`config.mk`:
```
export PLATFORM = sky130hd
export DESIGN_NAME = alu_issue_stage
export DESIGN_NICKNAME = d
export VERILOG_FILES = /design/src/rtl/alu_issue_stage.sv
export SDC_FILE = /design/constraint.sdc
export NUM_CORES = 1
export LEC_CHECK = 0
export BUFFER_PORTS_ARGS = -buffer_cell sky130_fd_sc_hd__buf_2
export CAP_MARGIN = 20
export CORE_MARGIN = 2
export CORE_UTILIZATION = 51
export CTS_CLUSTER_SIZE = 24
export DETAILED_ROUTE_END_ITERATION = 8
export GPL_ROUTABILITY_DRIVEN = 0
export HOLD_SLACK_MARGIN = 0.02
export PLACE_DENSITY_LB_ADDON = 0.2
export SLEW_MARGIN = 20
export SYNTH_ARGS = -nofsm -noshare
export SYNTH_HDL_FRONTEND = slang
export SYNTH_SLANG_ARGS = --single-unit
export TNS_END_PERCENT = 30
```
`constraint.sdc`:
```
create_clock -name clk -period 3.8 [get_ports clk]
set_input_delay 0.38 -clock clk [delete_from_list [all_inputs] [get_ports clk]]
set_output_delay 0.38 -clock clk [all_outputs]
set_load 0.05 [all_outputs]
```
`src/rtl/alu_issue_stage.sv`:
```
// ID->EX issue register: decodes a MIPS-I instruction into ALU op/operands and
// holds it in a single valid/ready slot with stall, flush and an issue counter.
module alu_issue_stage #(
  parameter int CNT_W = 32
) (
  input  logic             clk,
  input  logic             reset,
  input  logic             flush,
  input  logic             in_valid,
  output logic             in_ready,
  input  logic [31:0]      instr,
  input  logic [31:0]      rs_data,
  input  logic [31:0]      rt_data,
  output logic             out_valid,
  input  logic             out_ready,
  output logic [4:0]       alu_ctrl,
  output logic [31:0]      alu_a,
  output logic [31:0]      alu_b,
  output logic [4:0]       dest_reg,
  output logic             reg_write,
  output logic             mem_read,
  output logic             mem_write,
  output logic             branch_eq,
  output logic             branch_ne,
  output logic             illegal,
  output logic [CNT_W-1:0] issue_count
);
  typedef struct packed {
    logic [4:0]  ctrl;
    logic [31:0] a;
    logic [31:0] b;
    logic [4:0]  dest;
    logic        rw;
    logic        mr;
    logic        mw;
    logic        beq;
    logic        bne;
    logic        ill;
  } slot_t;

  slot_t            slot_q, slot_d;
  logic             valid_q, valid_d;
  logic [CNT_W-1:0] cnt_q, cnt_d;
  logic             accept;

  logic [5:0]  op, fn;
  logic [31:0] sx, zx, sh;

  assign op = instr[31:26];
  assign fn = instr[5:0];
  assign sx = {{16{instr[15]}}, instr[15:0]};
  assign zx = {16'h0, instr[15:0]};
  assign sh = {27'h0, instr[10:6]};

  // I-type defaults (A=rs, B=sx, dest=rt) are overridden per opcode below.
  always_comb begin
    slot_d      = '0;
    slot_d.a    = rs_data;
    slot_d.b    = sx;
    slot_d.dest = instr[20:16];
    slot_d.rw   = 1'b1;
    unique case (op)
      6'h00: begin
        slot_d.b    = rt_data;
        slot_d.dest = instr[15:11];
        unique case (fn)
          6'h20, 6'h21: slot_d.ctrl = 5'd0;
          6'h22, 6'h23: slot_d.ctrl = 5'd1;
          6'h24:        slot_d.ctrl = 5'd2;
          6'h25:        slot_d.ctrl = 5'd3;
          6'h26:        slot_d.ctrl = 5'd4;
          6'h27:        slot_d.ctrl = 5'd5;
          6'h2A:        slot_d.ctrl = 5'd6;
          6'h00: begin slot_d.ctrl = 5'd7; slot_d.a = sh; end
          6'h02: begin slot_d.ctrl = 5'd8; slot_d.a = sh; end
          6'h03: begin slot_d.ctrl = 5'd9; slot_d.a = sh; end
          6'h04: begin slot_d.ctrl = 5'd7; slot_d.a = {27'h0, rs_data[4:0]}; end
          6'h06: begin slot_d.ctrl = 5'd8; slot_d.a = {27'h0, rs_data[4:0]}; end
          6'h07: begin slot_d.ctrl = 5'd9; slot_d.a = {27'h0, rs_data[4:0]}; end
          default: begin slot_d = '0; slot_d.ill = 1'b1; end
        endcase
      end
      6'h08, 6'h09: slot_d.ctrl = 5'd0;
      6'h0A:        slot_d.ctrl = 5'd6;
      6'h0C: begin slot_d.ctrl = 5'd2; slot_d.b = zx; end
      6'h0D: begin slot_d.ctrl = 5'd3; slot_d.b = zx; end
      6'h0E: begin slot_d.ctrl = 5'd4; slot_d.b = zx; end
      6'h0F: begin slot_d.ctrl = 5'd7; slot_d.a = 32'd16; slot_d.b = zx; end
      6'h23: slot_d.mr = 1'b1;
      6'h2B: begin slot_d.mw = 1'b1; slot_d.rw = 1'b0; end
      6'h04: begin slot_d.ctrl = 5'd1; slot_d.b = rt_data; slot_d.rw = 1'b0; slot_d.beq = 1'b1; end
      6'h05: begin slot_d.ctrl = 5'd1; slot_d.b = rt_data; slot_d.rw = 1'b0; slot_d.bne = 1'b1; end
      default: begin slot_d = '0; slot_d.ill = 1'b1; end
    endcase
    // $zero is never a real writeback target
    if (slot_d.dest == 5'd0) slot_d.rw = 1'b0;
  end

  assign in_ready = !reset && !flush && (!valid_q || out_ready);
  assign accept   = in_valid && in_ready;

  always_comb begin
    valid_d = valid_q;
    cnt_d   = cnt_q;
    if (flush) begin
      valid_d = 1'b0;
    end else if (accept) begin
      valid_d = 1'b1;
      cnt_d   = cnt_q + {{(CNT_W-1){1'b0}}, 1'b1};
    end else if (out_ready) begin
      valid_d = 1'b0;
    end
  end

  always_ff @(posedge clk) begin
    if (reset) begin
      valid_q <= 1'b0;
      slot_q  <= '0;
      cnt_q   <= '0;
    end else begin
      valid_q <= valid_d;
      cnt_q   <= cnt_d;
      if (accept) slot_q <= slot_d;
    end
  end

  assign out_valid   = valid_q;
  assign alu_ctrl    = slot_q.ctrl;
  assign alu_a       = slot_q.a;
  assign alu_b       = slot_q.b;
  assign dest_reg    = slot_q.dest;
  assign reg_write   = slot_q.rw;
  assign mem_read    = slot_q.mr;
  assign mem_write   = slot_q.mw;
  assign branch_eq   = slot_q.beq;
  assign branch_ne   = slot_q.bne;
  assign illegal     = slot_q.ill;
  assign issue_count = cnt_q;
endmodule
```
==> results of run 1 <==
worst reg2reg max path, stage by stage (launching register included):
cell,delay (ps)
dfxtp_1,340
nand2b_1,170
and3_1,250
and4_1,660
nor3b_2,980
a221o_1,300
layout by cell type, fill, tap and decap left out, types with 3 or more instances in the layout:
cell type / n
a211o_1: 16
a211oi_1: 7
a21oi_1: 23
a221o_1: 16
a221oi_1: 7
a22o_1: 27
a22oi_1: 7
and2_1: 19
and3_1: 20
and4_1: 7
buf_2: 208
buf_4: 5
clkbuf_8: 9
clkinv_8: 3
dfxtp_1: 112
inv_1: 11
inv_6: 3
nand2_1: 28
nand3_1: 11
nand3b_1: 3
nand4_1: 11
nor2_1: 43
nor2b_1: 3
nor3_1: 17
nor4_1: 14
o211ai_1: 3
o21ai_0: 7
o31ai_1: 3
or4_1: 3
xnor2_1: 22
xor2_1: 4
per-stage QoR:
stage	util	instances
6_report	0.669	844
5_1_grt	0.669	844
4_1_cts	0.666	843
3_5_place_dp	0.644	827
3_3_place_gp	0.644	827
2_1_floorplan	-	523
kinds of logic (layout without fill, tap and decap cells):
kind of cell	after synthesis	after routing	share of synthesized area
fa+ha+maj	1	1	0.00256
other cells	1	1	0.000768
compound gates	131	131	0.208
buf+inv	49	241	0.0425
flops	112	112	0.459
xor+xnor	26	26	0.0466
simple gates	203	203	0.240
metal layers:
metal  share of wire  routed length, um
met3           0.073                988
met4           0.019                252
met1            0.42               5690
met2            0.49               6620
met5               0                  0
cell type report:
| type | count | area (sq um) |
|---|---|---|
| fill | 845 | 3070 |
| multi-input combinational | 362 | 2450 |
| sequential | 112 | 2240 |
| timing repair buffer | 214 | 1110 |
| tap | 129 | 161 |
| clock buffer | 9 | 124 |
| clock inverter | 7 | 83.8 |
| inverter | 11 | 41.3 |
worst min-delay path by stage:
stage	slack, ps	endpoint	cells after the start	from
final	190	alu_b[23]	2	rt_data[23]
after detailed placement	450	illegal	2	illegal
after CTS	180	alu_b[29]	2	rt_data[29]
after global placement	440	mem_write	2	mem_write
after floorplan	500	alu_b[16]	1	rt_data[16]
after global routing	170	alu_b[23]	2	rt_data[23]
power by group through the flow:
stage / logic (mW) / clock network, mW / registers (mW)
2_1_floorplan: 0.0854 / 0 / 1.24
3_3_place_gp: 0.189 / 0 / 1.21
3_5_place_dp: 0.195 / 0 / 1.21
4_1_cts: 0.196 / 0.735 / 1.19
5_1_grt: 0.219 / 0.776 / 1.19
6_report: 0.202 / 0.716 / 1.19
==> key figures, run 1 <==
Timing
  • Final hold violation count: 0
  • # setup viols final: 0
  • Final period util: 0.723
  • Hold Slack: 190 ps
  • Fmax: 364 MHz
  • Sum of negative setup slack: 0 ps
  • RSZ-0062 raised after global routing: false
  • Worst Tran Pin Value: 1080 ps
  • Fin crit period: 2750 ps
  • Clock skew: 16.5 ps
  • Max Slew Vio Count: 0
  • Slew headroom: 0.277
  • Setup WS post-layout: 1050 ps

Clocking
  • Worst skew pair latency: 370 ps
  • Clock Tree Buf Depth: 2
  • CTS resizes: 0
  • Sink Count: 112
  • Level count of the clock H-tree: 3
  • Post-CTS Setup Inserts: 0
  • TritonCTS clock tree: built
  • Worst-path clk slew: 120 ps
  • CTS Hold Bufs: 0
  • Num CTS Buffers: 9
  • CTS root buf: clkbuf_8

Synthesis
  • Syn nets: 625
  • List of most frequent post-synthesis cells: 112 x dfxtp_1, 43 x nor2_1, 28 x nand2_1
  • Most common cell in the netlist: dfxtp_1
  • Syn Inst Count: 523
  • Synth top area share: 0.459
  • Dominant cell type by area after synthesis: dfxtp_1
  • Cell Area, Synth: 0.00488 sq mm
  • FF+latch count, synth: 112
  • Sequential cell area fraction in the yosys report: 0.459
  • Primary FF master, synth: dfxtp_1
  • Post-synth cell types: 60
  • Post-synth EDFFs: 0
  • Avg Inst Size Synth: 9.34 sq um
  • YS warnings: 0
  • Top cells by area, synth: dfxtp_1 46%, a22o_1 4.8%, xnor2_1 3.9%, nor2_1 3.3%, a221o_1 3.3%
  • Ys async rst share: 0

Global route
  • Pin count of the biggest net entering global routing: 52
  • Grt ovf: 0
  • Busiest grt layer: met2
  • GR Util met2: 0.422
  • Total global-route track usage: 0.248
  • GR Layer Usage met3: 0.0390
  • Vias in the first global route: 4323
  • First-pass GRT wire length: 20.7 mm
  • Met1 Track Usage GR: 0.324
  • Initial antenna violation count: 0

Pwr
  • Clock power share: 0.340
  • Switching pwr: 587 uW
  • Power Internal: 1.52 mW
  • Leak Pwr: 2.95 nW
  • Max IR drop VDD: 0.202 mV
  • Power share of the combinational group: 0.096
  • Tot Pwr: 2.10 mW
  • Power density over the cells: 339 mW/mm^2
  • Flop pwr share: 0.564
  • Sw Share: 0.279

Routing
  • Initial drt markers: 183
  • Post-Route WL: 13.5 mm
  • Residual DRC count: 0
  • ANT nets after route: 0
  • First-pass DRT Iterations: 5
  • Via-per-instance ratio: 5.65
  • Vias: 4767
  • Wirelength per Cell: 16.0 um

Critical path
  • WP buf/inv: 0
  • Crit-path leading delay family: simple AND/OR/NAND/NOR gates
  • CP required: 4120 ps
  • Worst setup EP type: register
  • Critical path startpoint category: register
  • Critical Path Source: out_valid
  • Max Fanout on Critical Path: 23
  • Reg2reg end: alu_b[6]
  • Critical path, cell by cell: nand2b_1, and3_1, and4_1, nor3b_2, a221o_1
  • Worst R2R Path Depth: 5
  • Worst setup path end: alu_b[6]
  • FF-to-FF setup slack: 1050 ps
  • WS Path Type: reg2reg
  • Worst path slowest cell: nor3b_2
  • Critical Path Max Stage Delay: 980 ps
  • Worst r2r src: out_valid
  • Critical Path AT: 3070 ps
  • Cell count along the critical path: 5

Cells and area
  • ANT cells: 0
  • Share of cells above drive strength 1: 0.348
  • Layout area overhead: 27.2%
  • Fin area: 0.00621 sq mm
  • NumNets Final: 812

Die
  • I/O pin count: 215
  • Core box area: 0.00928 sq mm
  • Row count: 35
  • Die Y: 102 um
  • Starting Density: 0.526
  • Die W: 102 um
  • DIE AREA: 0.0104 sq mm

Status
  • Run status: completed

Placed design
  • IO Port Bufs: 208
  • Placed Area: 0.00598 sq mm
  • Post-DP HPWL: 9.93 mm
  • Setup Slack @ Placement: 872 ps

Run
  • Max-cap violations: 0

Hold path
  • Tightest Hold Check Type: in2reg
(Power assumes the default switching activity.)
==> run 2, diff against run 1 <==
CORE_UTILIZATION = 47   (was 51)
clock period = 2.58 ns   (was 3.8 ns; I/O delays follow)
==> run 2 against run 1 <==
Power is 57% higher. Maximum frequency is 33% higher. Routed wire length is 3.7% lower. Sequential share of layout area is 0.57 points lower. Register-to-register slack worse by 530 ps. Non-clock buffer count is 9 higher. Sequential power is 46% higher. Cell area is 1.6% higher. Clock skew is 7.3 ps lower. Flip-flop and latch count stayed put. Global-route usage is 2.5 points lower. Utilization is 4.9 points lower. Largest cell class unchanged.
==> key figures, run 2 (synthesis results as in run 1) <==
Clocking
  • Post-CTS Setup Inserts: 0 (unchanged)
  • Clock Tree Buf Depth: 2 (unchanged)
  • TritonCTS clock tree: built (unchanged)
  • CTS Hold Bufs: 0 (unchanged)
  • CTS resizes: 0 (unchanged)
  • Worst-path clk slew: 110 ps (was 120 ps)
  • Worst skew pair latency: 360 ps (was 370 ps)
  • Sink Count: 112 (unchanged)
  • Level count of the clock H-tree: 3 (unchanged)
  • Num CTS Buffers: 9 (unchanged)
  • CTS root buf: clkbuf_8 (unchanged)

Timing
  • Worst Tran Pin Value: 631 ps (was 1080 ps)
  • Slew headroom: 0.578 (was 0.277)
  • RSZ-0062 raised after global routing: false (unchanged)
  • Max Slew Vio Count: 0 (unchanged)
  • Sum of negative setup slack: 0 ps (unchanged)
  • # setup viols final: 0 (unchanged)
  • Final hold violation count: 0 (unchanged)
  • Hold Slack: 84.6 ps (was 190 ps)
  • Fin crit period: 2060 ps (was 2750 ps)
  • Final period util: 0.800 (was 0.723)
  • Clock skew: 9.17 ps (was 16.5 ps)
  • Fmax: 485 MHz (was 364 MHz)

Cells and area
  • Layout area overhead: 29.2% (was 27.2%)
  • Commonest non-fill, non-tap cell in the layout: buf_2 (unchanged)
  • ANT cells: 0 (unchanged)
  • Most frequent cells in the layout: 208 x buf_2, 112 x dfxtp_1, 43 x nor2_1, 28 x nand2_1, 27 x a22o_1 (unchanged)
  • Layout fillers: 915 (was 845)
  • Fin area: 0.00631 sq mm (was 0.00621 sq mm)
  • NumNets Final: 821 (was 812)
  • Final core utilization: 0.620 (was 0.669)
  • Share of cells above drive strength 1: 0.356 (was 0.348)

Pwr
  • Max IR drop VDD: 0.327 mV (was 0.202 mV)
  • Leak Pwr: 3.01 nW (was 2.95 nW)
  • Tot Pwr: 3.31 mW (was 2.10 mW)
  • Power density over the cells: 524 mW/mm^2 (was 339 mW/mm^2)

Global route
  • Grt ovf: 0 (unchanged)
  • Total global-route track usage: 0.223 (was 0.248)
  • First-pass GRT wire length: 20.6 mm (was 20.7 mm)
  • Vias in the first global route: 4244 (was 4323)
  • Pin count of the biggest net entering global routing: 52 (unchanged)
  • Initial antenna violation count: 1 (was 0)

Status
  • Run status: completed (unchanged)

Placed design
  • IO Port Bufs: 208 (unchanged)
  • Placed Area: 0.00606 sq mm (was 0.00598 sq mm)
  • Post-DP HPWL: 9.58 mm (was 9.93 mm)

Routing
  • Wirelength per Cell: 15.2 um (was 16.0 um)
  • Via-per-instance ratio: 5.54 (was 5.65)
  • Post-Route WL: 13.0 mm (was 13.5 mm)
  • Residual DRC count: 0 (unchanged)
  • Initial drt markers: 323 (was 183)
  • First-pass DRT Iterations: 5 (unchanged)
  • Vias: 4766 (was 4767)
  • ANT nets after route: 0 (unchanged)

Critical path
  • FF-to-FF setup slack: 520 ps (was 1050 ps)
  • Critical path startpoint category: register (unchanged)
  • Worst setup EP type: register (unchanged)
  • WS Path Type: reg2reg (unchanged)
  • Max Fanout on Critical Path: 10 (was 23)
  • CP required: 2880 ps (was 4120 ps)
  • Critical Path AT: 2360 ps (was 3070 ps)

Die
  • I/O pin count: 215 (unchanged)
  • Starting Density: 0.480 (was 0.526)
  • DIE AREA: 0.0112 sq mm (was 0.0104 sq mm)
  • Die W: 106 um (was 102 um)
  • Die Y: 106 um (was 102 um)
  • Core box area: 0.0102 sq mm (was 0.00928 sq mm)
  • Row count: 37 (was 35)

Hold path
  • Tightest Hold Check Type: in2reg (unchanged)

Run
  • Max-cap violations: 0 (unchanged)
-- run 2: cell count changes in the layout (fill, tap and decap cells not counted) --
cell / previous run / this run
buf_4: 5 / 15
buf_16: 1 / 0
clkinv_4: 1 / 0
clkinv_8: 3 / 0
o21ai_1: 1 / 0
inv_6: 3 / 2
o21ai_0: 7 / 8
clkinv_2: 0 / 1
clkbuf_8: 9 / 10
bufinv_16: 0 / 3
-- run 2: area by class of cell --
class	count	area, sq um	area share
inverters	11	41.3	0.00654
clock inverters	6	113	0.0178
flip-flops and latches	112	2240	0.355
repair buffers	223	1150	0.183
well taps	136	170	0.0270
multi-input cells	362	2450	0.389
clock buffers	10	138	0.0218
-- run 2: power breakdown --
group          total, mW  internal [mW]  switching [mW]
clock network       1.27          0.677           0.595
logic              0.291          0.103           0.187
registers           1.74           1.74         0.00628
-- run 2: through the flow --
step                      setup slack [ps]  std cells
after floorplan                        315        523
after global placement                 606        844
after detailed placement               543        844
after CTS                              527        860
after global routing                   394        860
final                                  516        860
-- run 2: layer usage --
| metal | vias up | track usage | share of wire | routed length, um |
|---|---|---|---|---|
| li1 | 2337 | - | - | - |
| met1 | 2260 | 0.287 | 0.44 | 5780 |
| met2 | 151 | 0.373 | 0.48 | 6290 |
| met3 | 16 | 0.0441 | 0.061 | 798 |
| met4 | 2 | 0.0789 | 0.013 | 167 |
| met5 | - | 0 | 0.00054 | 7 |
-- run 2: final timing paths --
kind,cells after the start,endpoint,start
hold reg to reg,2,mem_write,mem_write
setup reg to reg,5,issue_count[31],issue_count[5]
setup / recovery,5,issue_count[31],issue_count[5]
hold / removal,2,alu_b[17],rt_data[17]
-- run 2: critical path, stage by stage (launching register included) --
cell and delay, ps:
dfxtp_1 460, and4_4 300, nand4_4 190, or3_4 420
or4_1 470, a21oi_1 150
